<file path="src/rtl/scu_dsp_dma_pkg.sv">
// Shared types and helpers for the SCU DSP DMA engine.
package scu_dsp_dma_pkg;

  localparam int unsigned DMA_CNT_W = 9;

  typedef enum logic [2:0] {
    IDLE   = 3'd0,
    RD_D0  = 3'd1,
    WR_RAM = 3'd2,
    RD_RAM = 3'd3,
    WR_D0  = 3'd4,
    FIN    = 3'd5
  } DMAState_t;

  typedef struct packed {
    logic       dir;
    logic [1:0] rams;
    logic       prgw;
    logic [2:0] addi;
    logic       hold;
  } DMAInst_t;

  // D0 word increment for an ADDI code: 0,1,2,4,...,64 words.
  function automatic logic [6:0] addi_inc(input logic [2:0] addi);
    if (addi == 3'd0) return 7'd0;
    return 7'd1 << (addi - 3'd1);
  endfunction

endpackage

</file>
<file path="src/rtl/scu_dsp_dma.sv">
// DSP DMA engine: moves TN0 words between the D0 bus and a DSP data/program RAM,
// owns RA0/WA0 and drives the T0 busy flag.
module scu_dsp_dma
  import scu_dsp_dma_pkg::*;
#(
  parameter int unsigned D0_AW  = 25,
  parameter int unsigned PRG_AW = 8
) (
  input  logic              CLK,
  input  logic              RST_N,
  input  logic              CE,
  input  logic              START,
  input  logic              DIR,
  input  logic [1:0]        RAMS,
  input  logic              PRGW,
  input  logic [2:0]        ADDI,
  input  logic              HOLD,
  input  logic [7:0]        CNT,
  input  logic [31:0]       D1_DATA,
  input  logic              RA0_WE,
  input  logic              WA0_WE,
  output logic              D0_REQ,
  output logic              D0_WE,
  output logic [D0_AW-1:0]  D0_ADDR,
  output logic [31:0]       D0_DO,
  input  logic [31:0]       D0_DI,
  input  logic              D0_ACK,
  output logic [3:0]        RAM_RD,
  output logic [3:0]        RAM_WE,
  output logic [31:0]       RAM_DO,
  input  logic [31:0]       RAM_DI,
  output logic [3:0]        CT_INC,
  output logic              PRG_WE,
  output logic [PRG_AW-1:0] PRG_ADDR,
  output logic              BUSY,
  output logic              DONE
);

  DMAState_t              state_q, state_d;
  DMAInst_t               inst_q;
  logic [DMA_CNT_W-1:0]   cnt_q;
  logic [D0_AW-1:0]       addr_q, ra0_q, wa0_q, addr_step, d1_addr;
  logic [PRG_AW-1:0]      prg_addr_q;
  logic [31:0]            data_q;
  logic                   rd_pend_q;
  logic                   last_word;
  logic                   unused_d1;

  assign d1_addr   = D1_DATA[D0_AW-1:0];
  assign unused_d1 = ^D1_DATA[31:D0_AW];
  assign addr_step = D0_AW'(addi_inc(inst_q.addi));
  assign last_word = (cnt_q == DMA_CNT_W'(1));

  always_comb begin
    state_d = state_q;
    unique case (state_q)
      IDLE:    if (START) state_d = DIR ? RD_RAM : RD_D0;
      RD_D0:   if (D0_ACK) state_d = WR_RAM;
      WR_RAM:  state_d = last_word ? FIN : RD_D0;
      RD_RAM:  state_d = WR_D0;
      WR_D0:   if (D0_ACK) state_d = last_word ? FIN : RD_RAM;
      FIN:     state_d = IDLE;
      default: state_d = IDLE;
    endcase
  end

  // Single-cycle strobes are qualified by CE so a frozen cycle is never counted twice.
  always_comb begin
    D0_REQ = (state_q == RD_D0) || (state_q == WR_D0);
    D0_WE  = (state_q == WR_D0);
    RAM_RD = '0;
    RAM_WE = '0;
    CT_INC = '0;
    PRG_WE = 1'b0;
    DONE   = CE && (state_q == FIN);
    BUSY   = (state_q != IDLE);
    if (CE && state_q == RD_RAM) begin
      RAM_RD[inst_q.rams] = 1'b1;
      CT_INC[inst_q.rams] = 1'b1;
    end
    if (CE && state_q == WR_RAM) begin
      if (inst_q.prgw) begin
        PRG_WE = 1'b1;
      end else begin
        RAM_WE[inst_q.rams] = 1'b1;
        CT_INC[inst_q.rams] = 1'b1;
      end
    end
  end

  assign D0_ADDR  = addr_q;
  // RAM read data arrives in the first WR_D0 cycle; forward it until latched.
  assign D0_DO    = rd_pend_q ? RAM_DI : data_q;
  assign RAM_DO   = data_q;
  assign PRG_ADDR = prg_addr_q;

  always_ff @(posedge CLK) begin
    if (!RST_N) begin
      state_q    <= IDLE;
      inst_q     <= '0;
      cnt_q      <= '0;
      addr_q     <= '0;
      ra0_q      <= '0;
      wa0_q      <= '0;
      prg_addr_q <= '0;
      data_q     <= '0;
      rd_pend_q  <= 1'b0;
    end else if (CE) begin
      state_q   <= state_d;
      rd_pend_q <= 1'b0;
      if (RA0_WE) ra0_q <= d1_addr;
      if (WA0_WE) wa0_q <= d1_addr;
      unique case (state_q)
        IDLE: if (START) begin
          inst_q     <= '{dir: DIR, rams: RAMS, prgw: PRGW & ~DIR, addi: ADDI, hold: HOLD};
          cnt_q      <= (CNT == 8'd0) ? DMA_CNT_W'(256) : {1'b0, CNT};
          prg_addr_q <= '0;
          if (DIR) addr_q <= WA0_WE ? d1_addr : wa0_q;
          else     addr_q <= RA0_WE ? d1_addr : ra0_q;
        end
        RD_D0: if (D0_ACK) data_q <= D0_DI;
        WR_RAM: begin
          addr_q <= addr_q + addr_step;
          cnt_q  <= cnt_q - DMA_CNT_W'(1);
          if (inst_q.prgw) prg_addr_q <= prg_addr_q + PRG_AW'(1);
        end
        RD_RAM: rd_pend_q <= 1'b1;
        WR_D0: begin
          if (rd_pend_q) data_q <= RAM_DI;
          if (D0_ACK) begin
            addr_q <= addr_q + addr_step;
            cnt_q  <= cnt_q - DMA_CNT_W'(1);
          end
        end
        FIN: if (!inst_q.hold) begin
          // Writeback wins over a D1 load issued in the same cycle.
          if (inst_q.dir) wa0_q <= addr_q;
          else            ra0_q <= addr_q;
        end
        default: ;
      endcase
    end
  end

endmodule

</file>
<file path="config.mk">
export PLATFORM = sky130hd
export DESIGN_NAME = scu_dsp_dma
export DESIGN_NICKNAME = d
export VERILOG_FILES = /design/src/rtl/scu_dsp_dma_pkg.sv /design/src/rtl/scu_dsp_dma.sv
export SDC_FILE = /design/constraint.sdc
export NUM_CORES = 1
export LEC_CHECK = 0
export ABC_AREA = 1
export CORE_ASPECT_RATIO = 1.75
export CORE_UTILIZATION = 30
export DETAILED_ROUTE_END_ITERATION = 10
export SETUP_SLACK_MARGIN = 0.05
export SYNTH_ARGS = -nofsm -noshare
export SYNTH_HDL_FRONTEND = slang
export SYNTH_SLANG_ARGS = --single-unit
</file>
<file path="constraint.sdc">
create_clock -name CLK -period 2.7 [get_ports CLK]
set_input_delay 0.675 -clock CLK [delete_from_list [all_inputs] [get_ports CLK]]
set_output_delay 0.675 -clock CLK [all_outputs]
set_load 0.02 [all_outputs]
</file>
==> impl_table.tex <==
\begin{tabular}{lr}
\hline
Metric & Value \\
\hline
\multicolumn{2}{l}{\textbf{Cells and area}} \\
Ratio of cells with drive above 1 in the final layout & 0.0770 \\
Net count reported at finish & 1675 \\
Storage element area & about 2700 µm² \\
Multi-input logic area & 4990 µm² \\
Non-filler cells in the finished layout & a little under 2000 \\
Area growth from synthesis to final layout & 38.4\% \\
Fill cell total of the finished layout & around 3000 \\
Diodes inserted & 0 \\
\multicolumn{2}{l}{\textbf{Yosys}} \\
Yosys top cell by area & dfxtp\_1 \\
Fraction of the mapped netlist area in adder cells & 0.0168 \\
Top cell type's share of synthesized area & 0.316 \\
Sequential-to-total area share from yosys stat & 0.316 \\
Count of warnings emitted by yosys & 0 \\
Area contributors post-synth & dfxtp\_1 32\%, nand2\_1 17\%, o21ai\_0 7.5\% \\
Main combinational cell family by area after synthesis & simple AND/OR/NAND/NOR gates \\
Share of synthesized area spent on multiplexers & 0.0453 \\
Mapped Nets & around 1500 \\
Post-synthesis cell area & 8620 µm² \\
Share of the synthesized netlist area taken by xor and xnor gates & 0.00915 \\
Post-Syn Area per Cell & 6.38 µm² \\
Yosys reg bits & 136 \\
Fraction of the mapped netlist area in compound gates & 0.233 \\
Simple-gate share of the synthesized area & 0.270 \\
Number of standard cells after synthesis & between 1000 and 1500 \\
Synth cell types & 38 \\
\multicolumn{2}{l}{\textbf{Route}} \\
Mean number of vias per cell & 5.04 \\
Number of nets with antenna violations after detailed routing & 0 \\
Remaining routing DRC violations & 0 \\
Routed len/inst & about 17 µm \\
Count of vias placed by the detailed router & 9735 \\
DRC violation total after the first TritonRoute iteration & 657 \\
Number of detailed-routing iterations run before antenna repair & 5 \\
Detailed Route WL & 32.6 mm \\
\multicolumn{2}{l}{\textbf{Power and ir drop}} \\
Net load switching power & 2.02 mW \\
Cell Pwr Density & 540 nW/µm² \\
Part of the total power dissipated in the clock network & 0.390 \\
Leakage Power & 5.59 nW \\
Share of power burned in registers & 0.364 \\
IR drop worst, VDD & approximately 520 µV \\
Sw Share & 0.314 \\
Portion of total power attributed to combinational logic & 0.246 \\
Cell internal power dissipation & about 4.4 mW \\
\multicolumn{2}{l}{\textbf{Clocking}} \\
Postcts setup bufs & 0 \\
Clock edge transition at the registers on the reported setup and hold paths & 0.06 ns \\
Number of clock buffers inserted by TritonCTS & 17 \\
Clock tree from TritonCTS & done \\
Library cell used as clock root buffer & clkbuf\_16 \\
Maximum root-to-sink buffer count & 2 \\
CTS sink cnt & 136 \\
Total number of H-tree levels & 4 \\
Count of hold buffers inserted by post-cts repair & 0 \\
Clock insertion delay at the later pin of the skew report & 0.44 ns \\
\multicolumn{2}{l}{\textbf{Timing}} \\
Fin Setup TNS & 0 ns \\
Hold Violations, Final & 0 \\
RSZ-0062 raised after global routing & true \\
F\_max & 389 MHz \\
Worst-margin pin slew & 0.832 ns \\
Period utilization & 0.953 \\
Normalized max-slew margin & 0.440 \\
Final count of pins violating max slew & 0 \\
Setup Viol. Count Final & 0 \\
Minimum period implied by the final worst setup slack & 2.57 ns \\
Worst-case clock skew & between 0.008 and 0.009 ns \\
\multicolumn{2}{l}{\textbf{Global route}} \\
Maximum number of pins on one net before global-route repair & 83 \\
Global-route wire length before repair & 49.4 mm \\
Total routing usage reported by global routing & 0.221 \\
Initial antenna violation count & 0 \\
Number of global-route vias before repair & between 9000 and 10000 \\
Sum of overflow across all layers after global routing & 0 \\
\multicolumn{2}{l}{\textbf{Die}} \\
Core Region & 28100 µm² \\
Total Die Area & $\sim$29000 µm² \\
IO Pins & 233 \\
Starting utilization of the core area & 0.307 \\
Die extent in y & around 230 µm \\
Core Rows & slightly above 80 \\
Horizontal die dimension & roughly 130 µm \\
\multicolumn{2}{l}{\textbf{Critical path}} \\
Data arrival time of the worst path & about 1.9 ns \\
Nature of the critical path endpoint & output pin \\
FF-to-FF End & D0\_ADDR[16] \\
Crit path required time & 2.03 ns \\
FF-to-FF path depth & 16 \\
R2r startpoint & inst\_q[2] \\
Maximum fanout along the worst path & 4 \\
Startpoint type of the worst setup path & flip-flop \\
Setup slack on the worst flop-to-flop path & approximately 0.3 ns \\
Classification of the worst setup path & flip-flop to output pin \\
\multicolumn{2}{l}{\textbf{Worst hold path}} \\
Worst hold path type & flip-flop to flip-flop \\
Min-Delay Endpoint & ra0\_q[8] \\
Depth of the worst hold-timing path & 2 \\
Source of the worst hold timing path & ra0\_q[8] \\
\multicolumn{2}{l}{\textbf{Placement}} \\
Port Buf Inserts & 225 \\
Half-perimeter wire length of the detailed placement result & 23.0 mm \\
Global placement routability congestion & slightly below 0.9 \\
Cell total after placement & 1898 \\
\multicolumn{2}{l}{\textbf{Flow run}} \\
Maximum capacitance violations & 0 \\
\multicolumn{2}{l}{\textbf{Status}} \\
Outcome & completed \\
\hline
\end{tabular}
## power by group through the flow
stage	Sequential, mW	Clock (mW)	Combinational [mW]
final	2.35	2.51	1.59
after global routing	2.36	2.65	1.75
after CTS	2.34	2.57	1.59
after detailed placement	2.38	0	1.60
after global placement	2.38	0	1.58
after floorplan	2.41	0	0.853
## worst max-delay path, stage by stage (launching register included)
cell and delay (ns):
dfxtp_2 0.38, inv_1 0.09, nor3_1 0.24, nand2_1 0.15
nor3_1 0.21, dlygate4sd2_1 0.39
## sequential cells by signal, summed over array words and instances (netlist names)
name,count
ra0_q,25
RAM_DO,32
PRG_ADDR,8
wa0_q,25
rd_pend_q,1
state_q,3
D0_ADDR,25
inst_q,8
cnt_q,9
## synthesized netlist by cell type
| master | n |
|---|---|
| xor2_1 | 7 |
| a21oi_4 | 1 |
| buf_6 | 4 |
| buf_1 | 5 |
| o21ai_2 | 1 |
| and2_0 | 6 |
| fa_1 | 1 |
| and2_1 | 2 |
| o21ai_1 | 20 |
| o211ai_1 | 53 |
| nand4_1 | 9 |
| xnor2_1 | 2 |
| nand2_2 | 3 |
| ha_1 | 10 |
| nand2_1 | 385 |
| nor2_4 | 2 |
| inv_1 | 147 |
| mux2i_1 | 3 |
| nor4_1 | 7 |
| clkbuf_1 | 48 |
| a31oi_1 | 45 |
| nand3_1 | 54 |
| inv_6 | 1 |
| or2_2 | 1 |
| clkinv_2 | 1 |
| buf_2 | 24 |
| nor3_1 | 6 |
| nand2_4 | 4 |
| nor2_1 | 85 |
| inv_2 | 3 |
| o21bai_1 | 1 |
| a21oi_1 | 108 |
| mux2_2 | 32 |
| o21ai_0 | 130 |
| nand3_2 | 2 |
| o22ai_1 | 1 |
| dfxtp_1 | 136 |
| clkinv_1 | 1 |
## metrics by stage
step                total power [mW]  hold WS [ns]  cell area (µm²)  utilization  setup WS (ns)
global placement                3.96         0.454            11300        0.401         0.0433
CTS                             6.51         0.475            11800        0.422        0.00165
detailed placement              3.98         0.458            11300        0.401         0.0475
global route                    6.76         0.502            11900        0.425         0.0421
floorplan                       3.27         0.444             8620            -          0.149
finish                          6.44         0.472            11900        0.425          0.126
## worst max path at each step
stage           endpoint       start  cells after the start
2_1_floorplan  CT_INC[1]          CE                      5
6_report       RAM_RD[3]  state_q[1]                      5
4_1_cts        CT_INC[1]  state_q[2]                      8
3_5_place_dp   D0_DO[15]  RAM_DI[15]                      3
3_3_place_gp   D0_DO[15]  RAM_DI[15]                      3
5_1_grt        RAM_RD[3]  state_q[1]                      5
## cells by family after synthesis
family / count (synthesis)
compound gates: 360
xor+xnor: 9
fa+ha+maj: 11
buf+inv: 234
flops: 136
mux: 35
simple gates: 566
## final cells by class
cell class,count,share of cell area
clock buffer,24,0.0396
clock inverter,8,0.0121
inverter,153,0.0487
multi-input combinational,981,0.418
sequential,136,0.229
tap,373,0.0391
timing repair buffer,256,0.214
## cell usage in the layout, fill, tap and decap left out, types with 20 or more instances in the layout
master           count
dfxtp_1            133
dlygate4sd2_1       32
clkdlybuf4s50_1    177
buf_4               25
mux2_2              32
a31oi_1             45
nor2_1              85
inv_1              147
o211ai_1            53
o21ai_0            130
a21oi_1            108
nand3_1             54
nand2_1            384
o21ai_1             20
## routing by layer
metal	wire (µm)	GRT usage
met1	11800	0.225
met2	17400	0.410
met3	1700	0.0417
met4	1670	0.131
met5	0	0
## timing repair
item,CTS,global route
setup endpoints to repair,35,16
resized for setup,36,25
pin swaps,0,1
cloned,0,1
Power figures use the tool's default switching activity.
